[src/rtl/fetch_ctrl.sv]
// fetch_ctrl: instruction fetch sequencer between the PC register, the
// instruction memory and the decode stage. It keeps at most one memory
// request in flight, holds one fetched instruction for decode, and lets
// branch/jump redirects discard whatever is still in flight.
module fetch_ctrl (
    input  logic        clk,
    input  logic        reset,        // asynchronous, active-low
    input  logic [31:0] pc,
    output logic [31:0] new_pc,
    input  logic        redirect,
    input  logic [31:0] redirect_pc,
    output logic        imem_req,
    output logic [31:0] imem_addr,
    input  logic        imem_rvalid,
    input  logic [31:0] imem_rdata,
    output logic        if_valid,
    output logic [31:0] if_instr,
    output logic [31:0] if_pc,
    output logic [31:0] if_pc4,
    input  logic        id_ready
);

    localparam int DATA_W = 32;

    // IDLE: free to issue; WAIT: request outstanding, response wanted;
    // DROP: request outstanding but its response is to be thrown away.
    localparam logic [1:0] IDLE = 2'b00;
    localparam logic [1:0] WAIT = 2'b01;
    localparam logic [1:0] DROP = 2'b10;

    // Sequential address step; the add is deliberately truncated so the
    // address space wraps (0xFFFFFFFC -> 0x00000000).
    function automatic logic [DATA_W-1:0] pc_step(input logic [DATA_W-1:0] a);
        pc_step = a + DATA_W'(4);
    endfunction

    logic [1:0]        state_q,    state_d;
    logic [DATA_W-1:0] req_pc_q,   req_pc_d;
    logic              if_valid_q, if_valid_d;
    logic [DATA_W-1:0] if_instr_q, if_instr_d;
    logic [DATA_W-1:0] if_pc_q,    if_pc_d;
    logic [DATA_W-1:0] if_pc4_q,   if_pc4_d;
    logic              slot_free;

    // The output slot can take a new instruction when it is empty or when
    // decode is draining it this very cycle.
    always_comb begin
        slot_free = !if_valid_q || id_ready;
    end

    // Next-state, request and PC-advance decisions.
    always_comb begin
        state_d    = state_q;
        req_pc_d   = req_pc_q;
        if_valid_d = if_valid_q && !id_ready;
        if_instr_d = if_instr_q;
        if_pc_d    = if_pc_q;
        if_pc4_d   = if_pc4_q;
        new_pc     = pc;
        imem_req   = 1'b0;
        imem_addr  = '0;

        // While reset is asserted the flops are forced by the async reset;
        // the combinational outputs are kept quiet (no request, PC holds).
        if (reset) begin
            if (redirect) begin
                // Redirect wins over everything: no request, held entry is
                // flushed, and any outstanding response becomes garbage.
                new_pc     = redirect_pc;
                if_valid_d = 1'b0;
                case (state_q)
                    WAIT:    state_d = imem_rvalid ? IDLE : DROP;
                    DROP:    state_d = imem_rvalid ? IDLE : DROP;
                    default: state_d = IDLE;
                endcase
            end else begin
                case (state_q)
                    IDLE: begin
                        // Stray responses in IDLE are simply ignored.
                        if (slot_free) begin
                            imem_req  = 1'b1;
                            imem_addr = {pc[DATA_W-1:2], 2'b00};
                            req_pc_d  = pc;
                            new_pc    = pc_step(pc);
                            state_d   = WAIT;
                        end
                    end
                    WAIT: begin
                        // The slot was free when the request went out, so
                        // the response can never clobber an unread entry.
                        if (imem_rvalid) begin
                            if_valid_d = 1'b1;
                            if_instr_d = imem_rdata;
                            if_pc_d    = req_pc_q;
                            if_pc4_d   = pc_step(req_pc_q);
                            state_d    = IDLE;
                        end
                    end
                    DROP: begin
                        if (imem_rvalid) begin
                            state_d = IDLE;
                        end
                    end
                    default: begin
                        state_d = IDLE;
                    end
                endcase
            end
        end
    end

    // State and decode-facing registers, cleared by the async reset.
    always_ff @(posedge clk or negedge reset) begin
        if (!reset) begin
            state_q    <= IDLE;
            req_pc_q   <= '0;
            if_valid_q <= 1'b0;
            if_instr_q <= '0;
            if_pc_q    <= '0;
            if_pc4_q   <= '0;
        end else begin
            state_q    <= state_d;
            req_pc_q   <= req_pc_d;
            if_valid_q <= if_valid_d;
            if_instr_q <= if_instr_d;
            if_pc_q    <= if_pc_d;
            if_pc4_q   <= if_pc4_d;
        end
    end

    // Registered view handed to decode.
    always_comb begin
        if_valid = if_valid_q;
        if_instr = if_instr_q;
        if_pc    = if_pc_q;
        if_pc4   = if_pc4_q;
    end

endmodule

[config.mk]
export PLATFORM = sky130hd
export DESIGN_NAME = fetch_ctrl
export DESIGN_NICKNAME = d
export VERILOG_FILES = /design/src/rtl/fetch_ctrl.sv
export SDC_FILE = /design/constraint.sdc
export NUM_CORES = 1
export LEC_CHECK = 0
export CORE_ASPECT_RATIO = 1.2
export CORE_UTILIZATION = 48
export CTS_CLUSTER_DIAMETER = 40
export DETAILED_ROUTE_END_ITERATION = 8
export PLACE_DENSITY_LB_ADDON = 0.15
export SYNTH_ARGS = -nofsm -noshare
export SYNTH_HDL_FRONTEND = slang
export SYNTH_SLANG_ARGS = --single-unit
[constraint.sdc]
create_clock -name clk -period 4.9 [get_ports clk]
set_input_delay 0.49 -clock clk [delete_from_list [all_inputs] [get_ports clk]]
set_output_delay 0.49 -clock clk [all_outputs]
set_load 0.1 [all_outputs]
# Word-level counts from Yosys, hierarchy flattened
# Cells that the tools add are included.
[totals]
ff_bits = 131
inputBits = 101
output_inout_bits = 162
elab_cells = 44
[op_classes]
add_sub_neg = 2
eq_ne = 4
mux = 22
bitwise_logic = 1
reduce_logical = 9
[op_table]
columns = ["operator", "n"]
rows = [
  ["$mux W32", 8],
  ["$add A32 B3 Y32 const B", 2],
  ["$mux W2", 5],
  ["$mux W1", 8],
  ["$reduce_and A4 Y1", 2],
  ["$pmux W2 S2", 1],
  ["$ne A3 B1 Y1 const B", 1],
  ["$ne A3 B3 Y1 const B", 1],
  ["$reduce_and A3 Y1", 1],
  ["$eq A2 B1 Y1 const B", 1],
  ["$eq A2 B2 Y1 const B", 1],
  ["$logic_not A1 Y1", 2],
  ["$logic_not A2 Y1", 1],
  ["$reduce_or A2 Y1", 1],
  ["$logic_and A1 B1 Y1", 1],
  ["$logic_or A1 B1 Y1", 1],
  ["$not A1 Y1", 1],
]

# Depth between registers and ports, before layout
[logic_depth]
ltp_word = 6
ltp_mapped = 8
ltp_nobuf = 7

# Worst setup path after synthesis
# Ideal clock, no wire load.
[synth_timing]
path_type = "reg2out"
startpoint = "register if_valid_q, in the netlist if_valid"
endpoint = "output port new_pc[30]"
arrival_ns = 3.983
t_required_ns = 4.410
path_slack_ns = 0.427
stages_incl_launch_ff = 8
cell_sequence = "dfrtp_1 nand2b_1 buf_2 nand4_1 buf_2 nor3_1 a31oi_1 a211oi_1"
[synth_via]
elab_chain_len = 6
[synth_lines]
columns = ["item", "line", "source"]
rows = [
  ["from (decl)", "39", "logic if_valid_q, if_valid_d;"],
  ["from (signal assigned)", "124", "if_valid_q <= if_valid_d;"],
  ["$logic_not A1 Y1", "48", "slot_free = !if_valid_q || id_ready;"],
  ["$logic_or A1 B1 Y1", "48", ""],
  ["$mux W32", "80", "if (slot_free) begin"],
  ["$mux W32", "77", "case (state_q)"],
  ["$mux W32", "66", "if (redirect) begin"],
  ["$mux W32", "65", "if (reset) begin"],
  ["to (decl)", "9", "output logic [31:0] new_pc,"],
]
# No other way between the ends.

# Worst setup path in the final report
[layout_timing]
startpoint = "input port reset"
endpoint = "output port imem_req"
[layout_via]
elab_chain_len = 1
[layout_lines]
columns = ["item", "line", "source"]
rows = [
  ["from (decl)", "7", "input logic reset,"],
  ["$mux W1", "65", ""],
  ["to (decl)", "12", "output logic imem_req,"],
]
# No other way between the ends.

==> run metrics <==
Startpoint Class input port; clock buffer depth 2; Post-CTS Setup Inserts 0; max-cap violations 0; gp weighted congestion 0.8879; Filler Cell Count 997; first-pass GRT wire length 33.24 mm; Yosys cell types 56; vias in the first global route 6258; Clock Latency Late Sink 0.40 ns; normalized max-slew margin 30.09%; post-synthesis sequential area ratio 46.88%; Worst Hold Class flop to flop; DP HPWL 15.58 mm; Worst R2R Path Depth 5; CP Max Fanout 49; min Tclk post-route 4.011 ns; Clock Root Buffer clkbuf_16; final hold vios 0; largest net degree at the start of global routing 69; Crit path arrival time 3.52 ns; DRT Pass-1 Iters 7; EDFF count, synth 0; Tcrit/Tclk final 81.86%; CTS tree yes; worst r2r src state_q[0]$_DFFE_PN0P_; GRT Total Usage 28.93%; register area 3228 um2; R2R Setup Slk 2.48 ns; Post-synth top flop dfrtp_1; DR vias 6003; Placeable Area 13880 um2; wire per inst 19.99 um; failing checks design-rule violations; worst endpoint required time 4.41 ns; Die Span Y 133.2 um; status complete, but fails checks; Final Setup Violations 0; layout cells sized above 1 24.25%; area occupied by multi-input gates 3381 um2; worst hold stages 2; Worst Path Class, Setup input port to output pin; Syn Inst Count 644; Num CTS Buffers 17; Layout Cells excl Fill 1066; port bufs 260; # DRC 36; Synthesis Warnings 0; ANT cells 0; DIE WIDTH 111.3 um; H-tree depth 4; most frequent cells in the layout clkdlybuf4s50_1, dfrtp_1, mux2_2; Pins Over Slew Limit 0; most common cell after layout, fill and taps aside clkdlybuf4s50_1; CP startpoint reset; Worst Skew 0.008697 ns; Placed Instances 1033; gr ovfl total 0; DR vias/cell 5.631; worst slew pin tran 1.045 ns; num ports 263; total wire length 21.31 mm; FFs w/ async S/R, synth 100.0%; ANT nets after route 0; Rows 47; drt initial violations 330; Reg clk slew, reported paths 0.05 ns; Worst Setup EP imem_req; number of synthesized register bits 129; DIE AREA 14830 um2; initial antenna violation count 0; fin nets 988; CP Capture Type output pin; Max Clock Freq 249.3 MHz; syn_area_per_cell 10.69 um2; setup TNS 0 ns; Starting Density 49.62%; RSZ-0062 raised after global routing no; worst hold path startpoint if_pc4[5]$_DFFE_PN0P_; synthesized cell area 6887 um2; clk sinks 129; Layout area overhead 45.42%; worst r2r dst req_pc_q[30]$_DFFE_PN0P_
area by class of cell:
class                      instances  share of cell area (%)
inverter                          10                  0.3748
clock inverter                    11                   1.824
tap                              171                   2.136
multi-input combinational        457                   33.76
timing repair buffer             267                   24.98
clock buffer                      21                   4.698
sequential                       129                   32.23
per-stage QoR:
step / setup WS, ns / util [%] / hold WS, ns / instance area [um2]
3_3_place_gp: 1.298 / 67.38 / 0.4171 / 9351
4_1_cts: 0.8611 / 72.16 / 0.4853 / 10010
3_5_place_dp: 1.240 / 67.38 / 0.4150 / 9351
5_1_grt: 0.6626 / 72.16 / 0.4980 / 10010
2_1_floorplan: 0.4274 / - / 0.1944 / 6890
6_report: 0.8888 / 72.16 / 0.4807 / 10010
registers in the layout, summed over array words and instances (netlist names):
register	flops
if_pc4	30
req_pc_q	32
if_pc	32
if_valid	1
state_q	2
if_instr	32
timing repair:
action	4_1_cts	5_1_grt
gates resized for setup	0	0
hold buffers	1	0
hold endpoints to repair	7	0
cells by family (layout without fill, tap and decap cells):
| logic type | count (synthesis) | count (layout) | share of synthesized area (%) |
|---|---|---|---|
| multiplexers | 106 | 106 | 17.11 |
| XOR/XNOR | 28 | 28 | 3.561 |
| flip-flops | 129 | 129 | 46.88 |
| AND/OR/NAND/NOR | 208 | 208 | 17.77 |
| AO/OA/AOI/OAI | 108 | 108 | 9.502 |
| other | 1 | 2 | 0.05445 |
| buffers and inverters | 59 | 309 | 4.215 |
| adder cells (fa/ha/maj) | 5 | 5 | 0.9084 |
critical path: stages:
cell and delay [ns]:
dlygate4sd3_1 0.55, buf_6 0.34, inv_2 0.18, nor2_2 0.43, and3_2 0.64, buf_4 0.46
buf_4 0.37
cell usage after synthesis, types with 2 or more instances:
cell type / number / area [um2]
nand4_1: 14 / 87.58
a311oi_1: 4 / 35.03
clkbuf_1: 15 / 56.30
inv_1: 9 / 33.78
o21ai_1: 12 / 60.06
o21ai_0: 24 / 120.1
o22ai_1: 25 / 156.4
nor2_1: 12 / 45.04
and3_1: 12 / 75.07
a22oi_1: 2 / 15.01
buf_1: 4 / 15.01
o21bai_1: 2 / 15.01
nor4_1: 4 / 25.02
o21a_1: 2 / 15.01
and2_1: 31 / 193.9
xnor2_1: 8 / 70.07
xor2_1: 20 / 175.2
mux2_2: 93 / 1047
ha_1: 5 / 62.56
mux2i_1: 12 / 120.1
a211oi_1: 5 / 37.54
o22a_1: 2 / 17.52
nand3_1: 23 / 115.1
a21oi_1: 20 / 100.1
dfrtp_1: 129 / 3228
nor3_1: 9 / 45.04
and4_1: 5 / 43.79
nand3_2: 2 / 20.02
buf_2: 18 / 90.09
nor3_2: 5 / 50.05
nand2b_1: 3 / 18.77
or4_1: 2 / 15.01
nor3b_1: 3 / 22.52
a31oi_1: 3 / 18.77
nand2_1: 67 / 251.5
buf_4: 10 / 75.07
nor4_4: 3 / 63.81
and4_4: 2 / 22.52
nor4_2: 6 / 75.07
worst min-delay path by stage:
stage / end / slack, ns
floorplan: if_instr[0]$_DFFE_PN0P_ / 0.19
global placement: req_pc_q[17]$_DFFE_PN0P_ / 0.42
detailed placement: req_pc_q[17]$_DFFE_PN0P_ / 0.42
CTS: if_pc4[5]$_DFFE_PN0P_ / 0.49
global route: if_pc4[6]$_DFFE_PN0P_ / 0.50
finish: if_pc4[5]$_DFFE_PN0P_ / 0.48
layer usage:
layer | track usage [%] | share of wire, %
met1 | 35.80 | 41
met2 | 49.62 | 50
met3 | 5.460 | 5.9
met4 | 12.16 | 3.0
met5 | 0 | 0
Power is not shown: default switching activity piles up to over one toggle a cycle in this logic, so the estimate is an artifact.
